File: src/rtl/crc16_denetleyici.sv
// Receive-side CRC-16/XMODEM checker: BLOK_BOYUT payload bytes then CRC high/low byte.
// Latency: crc16_o 1 cycle per byte; bitti_o/gecerli_o/hata_o on the edge after the low CRC byte.
// Backpressure: none, one byte per etkin_i cycle is always accepted; basla_i aborts and restarts.
module crc16_denetleyici #(
    parameter int BLOK_BOYUT = 512
) (
    input  logic        clk_i,
    input  logic        rstn_i,
    input  logic        basla_i,
    input  logic [7:0]  byte_i,
    input  logic        etkin_i,
    output logic        mesgul_o,
    output logic        bitti_o,
    output logic        gecerli_o,
    output logic        hata_o,
    output logic [15:0] crc16_o,
    output logic [15:0] alinan_crc_o
);

    localparam int CW = (BLOK_BOYUT > 1) ? $clog2(BLOK_BOYUT) : 1;
    localparam logic [CW-1:0] SON_IDX = CW'(BLOK_BOYUT - 1);

    typedef enum logic [1:0] {BOSTA, VERI, CRC_Y, CRC_D} durum_t;

    durum_t          durum_q, durum_d;
    logic [15:0]     crc_q, crc_d;
    logic [15:0]     alinan_q, alinan_d;
    logic [CW-1:0]   cnt_q, cnt_d;
    logic            son_q, son_d;
    logic            bitti_q, bitti_d;
    logic            gecerli_q, gecerli_d;
    logic            hata_q, hata_d;

    // Full 8-bit MSB-first update of polynomial 0x1021, unrolled into one cycle.
    function automatic logic [15:0] crc_byte(input logic [15:0] c, input logic [7:0] d);
        logic [15:0] r;
        r = c;
        for (int i = 7; i >= 0; i--) begin
            if (r[15] ^ d[i]) r = {r[14:0], 1'b0} ^ 16'h1021;
            else              r = {r[14:0], 1'b0};
        end
        return r;
    endfunction

    always_comb begin
        durum_d   = durum_q;
        crc_d     = crc_q;
        cnt_d     = cnt_q;
        alinan_d  = alinan_q;
        son_d     = 1'b0;
        bitti_d   = son_q;
        gecerli_d = gecerli_q;
        hata_d    = hata_q;
        // son_q marks the cycle after the low CRC byte; the compare is registered from here.
        if (son_q) begin
            gecerli_d = (alinan_q == crc_q);
            hata_d    = (alinan_q != crc_q);
        end
        if (basla_i) begin
            durum_d   = VERI;
            crc_d     = 16'h0000;
            cnt_d     = '0;
            alinan_d  = 16'h0000;
            gecerli_d = 1'b0;
            hata_d    = 1'b0;
            bitti_d   = 1'b0;
        end else if (etkin_i) begin
            case (durum_q)
                VERI: begin
                    crc_d = crc_byte(crc_q, byte_i);
                    if (cnt_q == SON_IDX) durum_d = CRC_Y;
                    else                  cnt_d   = cnt_q + CW'(1);
                end
                CRC_Y: begin
                    alinan_d[15:8] = byte_i;
                    durum_d        = CRC_D;
                end
                CRC_D: begin
                    alinan_d[7:0] = byte_i;
                    durum_d       = BOSTA;
                    son_d         = 1'b1;
                end
                default: ;
            endcase
        end
    end

    always_ff @(posedge clk_i or negedge rstn_i) begin
        if (!rstn_i) begin
            durum_q   <= BOSTA;
            crc_q     <= 16'h0000;
            alinan_q  <= 16'h0000;
            cnt_q     <= '0;
            son_q     <= 1'b0;
            bitti_q   <= 1'b0;
            gecerli_q <= 1'b0;
            hata_q    <= 1'b0;
        end else begin
            durum_q   <= durum_d;
            crc_q     <= crc_d;
            alinan_q  <= alinan_d;
            cnt_q     <= cnt_d;
            son_q     <= son_d;
            bitti_q   <= bitti_d;
            gecerli_q <= gecerli_d;
            hata_q    <= hata_d;
        end
    end

    assign mesgul_o     = (durum_q != BOSTA);
    assign bitti_o      = bitti_q;
    assign gecerli_o    = gecerli_q;
    assign hata_o       = hata_q;
    assign crc16_o      = crc_q;
    assign alinan_crc_o = alinan_q;

endmodule
File: config.mk
export PLATFORM = sky130hd
export DESIGN_NAME = crc16_denetleyici
export DESIGN_NICKNAME = d
export VERILOG_FILES = /design/src/rtl/crc16_denetleyici.sv
export SDC_FILE = /design/constraint.sdc
export NUM_CORES = 1
export LEC_CHECK = 0
export CORE_AREA = 4 4 90 101
export CTS_CLUSTER_SIZE = 20
export DETAILED_ROUTE_END_ITERATION = 8
export DIE_AREA = 0 0 94 105
export GPL_TIMING_DRIVEN = 0
export SYNTH_ARGS = -nofsm -noshare
export SYNTH_HDL_FRONTEND = slang
export SYNTH_SLANG_ARGS = --single-unit
export TNS_END_PERCENT = 30
File: constraint.sdc
create_clock -name clk_i -period 6 [get_ports clk_i]
set_clock_uncertainty 0.15 [all_clocks]
set_input_delay 1.2 -clock clk_i [delete_from_list [all_inputs] [get_ports clk_i]]
set_output_delay 1.2 -clock clk_i [all_outputs]
set_load 0.1 [all_outputs]
==> metrics.log <==
INFO  metric status = finished, final reports clean
INFO  metric min_from = gecerli_o$_DFFE_PN0P_
INFO  metric layout.core_utilization = a little under two fifths
INFO  metric setup.worst_path.class = reg2out
INFO  metric hold_viol = 0
INFO  metric layout_setup_ws = about 2.5 ns
INFO  metric initial_antenna_violation_count = 0
INFO  metric design.final.nets = just under 300
INFO  metric clk_root_buffer_cell = sky130_fd_sc_hd__clkbuf_8
INFO  metric dp_slack = 2.858 ns
INFO  metric floorplan.io_pins = 48
INFO  metric route.detailed.vias_per_inst = between 4 and 5
INFO  metric holdCritPathClass = reg2reg
INFO  metric globalRoute.totalOverflow = 0
INFO  metric fp.dieArea = 9870 um^2
INFO  metric h_tree_level_count = 2
INFO  metric ratio_of_cells_with_drive_above_1_in_the_final_layout = between 8 and 9%
INFO  metric ys.warnings.count = 0
INFO  metric placeableCoreArea = about 8100 um^2
INFO  metric syn_nets = between 200 and 250
INFO  metric cts_tree = done
INFO  metric grt_pass1_vias = 1,813
INFO  metric layout.cells.most_common = sky130_fd_sc_hd__dfrtp_1
INFO  metric rr_startpoint = cnt_q[0]$_DFFE_PN0P_
INFO  metric grt_setup_unrepaired = false
INFO  metric crit_path_max_fanout = 10
INFO  metric place_congestion = a little under 0.8
INFO  metric total_wirelength = approximately 6100 um
INFO  metric drcViolationCount = 0
INFO  metric clock.fmax = between 0.2 and 0.3 GHz
INFO  metric clkSlewWorstSetupHoldPaths = 0.09 ns
INFO  metric synth-seq-area-share = approximately half
INFO  metric 1st_pass_router_iterations = 4
INFO  metric holdPathEnd = gecerli_o$_DFFE_PN0P_
INFO  metric synthesis.instances = 223
INFO  metric clock_latency_on_the_worst_skew_pair = 0.30 ns
INFO  metric placed_area = 2987 um^2
INFO  metric detail_route.iter0.violations = between 80 and 90
INFO  metric synth_seq_cells = between 40 and 50
INFO  metric ys_top_cells_by_area = sky130_fd_sc_hd__dfrtp_1 50%, sky130_fd_sc_hd__xor2_1 9.6%, sky130_fd_sc_hd__xnor2_1 4.8%
INFO  metric number_of_library_cell_types_mapped_by_synthesis = 32
INFO  metric worstRegToRegCells = 9
INFO  metric max_slew_margin = 34.62%
INFO  metric wl_per_cell = 15.59 um
INFO  metric cp.required = ~4.7 ns
INFO  metric hold_depth = 2
INFO  metric post-dp-hpwl = 4507 um
INFO  metric maximum_number_of_pins_on_one_net_before_global_route_repair = 28
INFO  metric r2r-end = cnt_q[6]$_DFFE_PN0P_
INFO  metric holdBufCountCts = 0
INFO  metric ctsResizeCount = 0
INFO  metric synthDominantAreaCellType = sky130_fd_sc_hd__dfrtp_1
INFO  metric area_growth_synth_to_finish = 30.12%
INFO  metric grt.total_usage = between 10% and 20%
INFO  metric vdd.ir_drop.worst = around 0.00013 V
INFO  metric starting_density_of_the_core = between 20% and 30%
INFO  metric rows = 35
INFO  metric antennaDiodeCount = 0
INFO  metric power-per-cell-area = 429.5 nW/um^2
INFO  metric setup_violations = 0
INFO  metric critical_path.startpoint_type = register
INFO  metric finish.instance_area = approximately 3000 um^2
INFO  metric detailroute.via_count = ~1,800
INFO  metric route.antenna.remaining_nets = 0
INFO  metric critPathCaptureType = output port
INFO  metric r2r_setup_slack = 3.65 ns
INFO  metric synthDominantCellAreaShare = around half
INFO  metric cts_post_setup_buffers_inserted = 0
INFO  metric syn-cell-area = between 2000 and 2500 um^2
INFO  metric tightestPinTransition = a little under 1 ns
INFO  metric final_max_slew_viol_count = 0
INFO  metric drv_cap = 0
INFO  metric fin_crit = around 3.5 ns
INFO  metric cts_made_buffers = 5
INFO  metric clock_sinks = 47
INFO  metric fin_setup_tns = 0 ns
INFO  metric die_w = 94 um
INFO  metric ctsLongestPathBuffers = 2
INFO  metric final.period_utilization = roughly 58%
INFO  metric layout_common_cells = 47 x sky130_fd_sc_hd__dfrtp_1, 45 x sky130_fd_sc_hd__clkdlybuf4s50_1, 29 x sky130_fd_sc_hd__nand2_1
INFO  metric power.leakage = roughly 0.0014 uW
INFO  metric die_h = around 110 um
INFO  metric first_pass_grt_wire_length = 9949 um
INFO  metric timing.critical_path.arrival = about 2.1 ns
INFO  metric port_buffers = 46
INFO  metric synth.avg_cell_area = between 10 and 15 um^2
power by group:
part           switching, uW  internal, uW  total, uW
clock network            107           105        212
registers               69.6           359        428
logic                    464           221        685
per-stage QoR:
step                hold slack, ns  std cells  total power (uW)
floorplan                   0.3428        223             958.9
global placement            0.3381        380              1120
detailed placement          0.3365        381              1124
CTS                         0.3565        389              1339
global route                0.4271        389              1386
finish                      0.3497        389              1326
worst max path at each step:
stage / from / to / slack, ns
floorplan: durum_q[1]$_DFFE_PN0P_ / mesgul_o / 3.63
global placement: rstn_i / alinan_crc_o[14]$_DFFE_PN0P_ / 2.23
detailed placement: durum_q[1]$_DFFE_PN0P_ / mesgul_o / 2.86
CTS: durum_q[1]$_DFFE_PN0P_ / mesgul_o / 2.51
global route: durum_q[1]$_DFFE_PN0P_ / mesgul_o / 2.47
finish: durum_q[1]$_DFFE_PN0P_ / mesgul_o / 2.52
registers in the layout (all words and copies together) (netlist names):
signal / count
cnt_q: 9
alinan_crc_o: 16
durum_q: 2
bitti_o: 1
crc16_o: 16
hata_o: 1
son_q: 1
gecerli_o: 1
logic make-up after synthesis:
family,Yosys count,share of synthesized area [%]
AOI/OAI and AO/OA,40,11.45
xor gates and xnor gates,47,19.88
adders and majority gates,2,1.055
buffers and inverters,11,2.426
DFF,47,49.58
muxes,2,0.8439
and+or+nand+nor,74,14.77
critical path: stages, from the launching register on:
cell and delay (ns):
sky130_fd_sc_hd__dfrtp_1 0.38, sky130_fd_sc_hd__buf_2 0.17, sky130_fd_sc_hd__or2_2 0.31, sky130_fd_sc_hd__clkdlybuf4s50_1 0.97
cell usage after synthesis:
master and number:
sky130_fd_sc_hd__dfrtp_1 47, sky130_fd_sc_hd__nand2_1 29, sky130_fd_sc_hd__xor2_1 26, sky130_fd_sc_hd__nor2_1 16, sky130_fd_sc_hd__xnor2_1 13, sky130_fd_sc_hd__a22o_1 12
sky130_fd_sc_hd__o21ai_0 11, sky130_fd_sc_hd__a21oi_1 9, sky130_fd_sc_hd__nand2b_1 8, sky130_fd_sc_hd__xnor2_2 7, sky130_fd_sc_hd__and3_1 5, sky130_fd_sc_hd__buf_2 4
sky130_fd_sc_hd__clkbuf_1 4, sky130_fd_sc_hd__nand3_1 4, sky130_fd_sc_hd__o2bb2ai_1 4, sky130_fd_sc_hd__nor4_1 3, sky130_fd_sc_hd__ha_1 2, sky130_fd_sc_hd__mux2i_1 2
sky130_fd_sc_hd__nand4_1 2, sky130_fd_sc_hd__nor3_1 2, sky130_fd_sc_hd__o2111ai_1 2, sky130_fd_sc_hd__a31oi_1 1, sky130_fd_sc_hd__and4bb_2 1, sky130_fd_sc_hd__buf_4 1
sky130_fd_sc_hd__buf_6 1, sky130_fd_sc_hd__inv_1 1, sky130_fd_sc_hd__nor2b_1 1, sky130_fd_sc_hd__nor3b_1 1, sky130_fd_sc_hd__o21a_1 1, sky130_fd_sc_hd__or2_2 1
sky130_fd_sc_hd__or3_1 1, sky130_fd_sc_hd__xor2_2 1
routing by layer:
| metal | global-route usage [%] | wire [um] |
|---|---|---|
| met1 | 17.82 | 2712 |
| met2 | 20.80 | 2964 |
| met3 | 2.592 | 311 |
| met4 | 3.406 | 75 |
| met5 | 0 | 0 |
cell type report:
cell class,instances,area (um^2)
Fill cell,843,5059
Sequential cell,47,1176
Multi-Input combinational cell,165,1139
Timing Repair Buffer,47,475.5
Tap cell,111,138.9
Clock buffer,8,100.1
Buffer,10,53.80
Inverter,1,3.754
(Power assumes the default switching activity.)
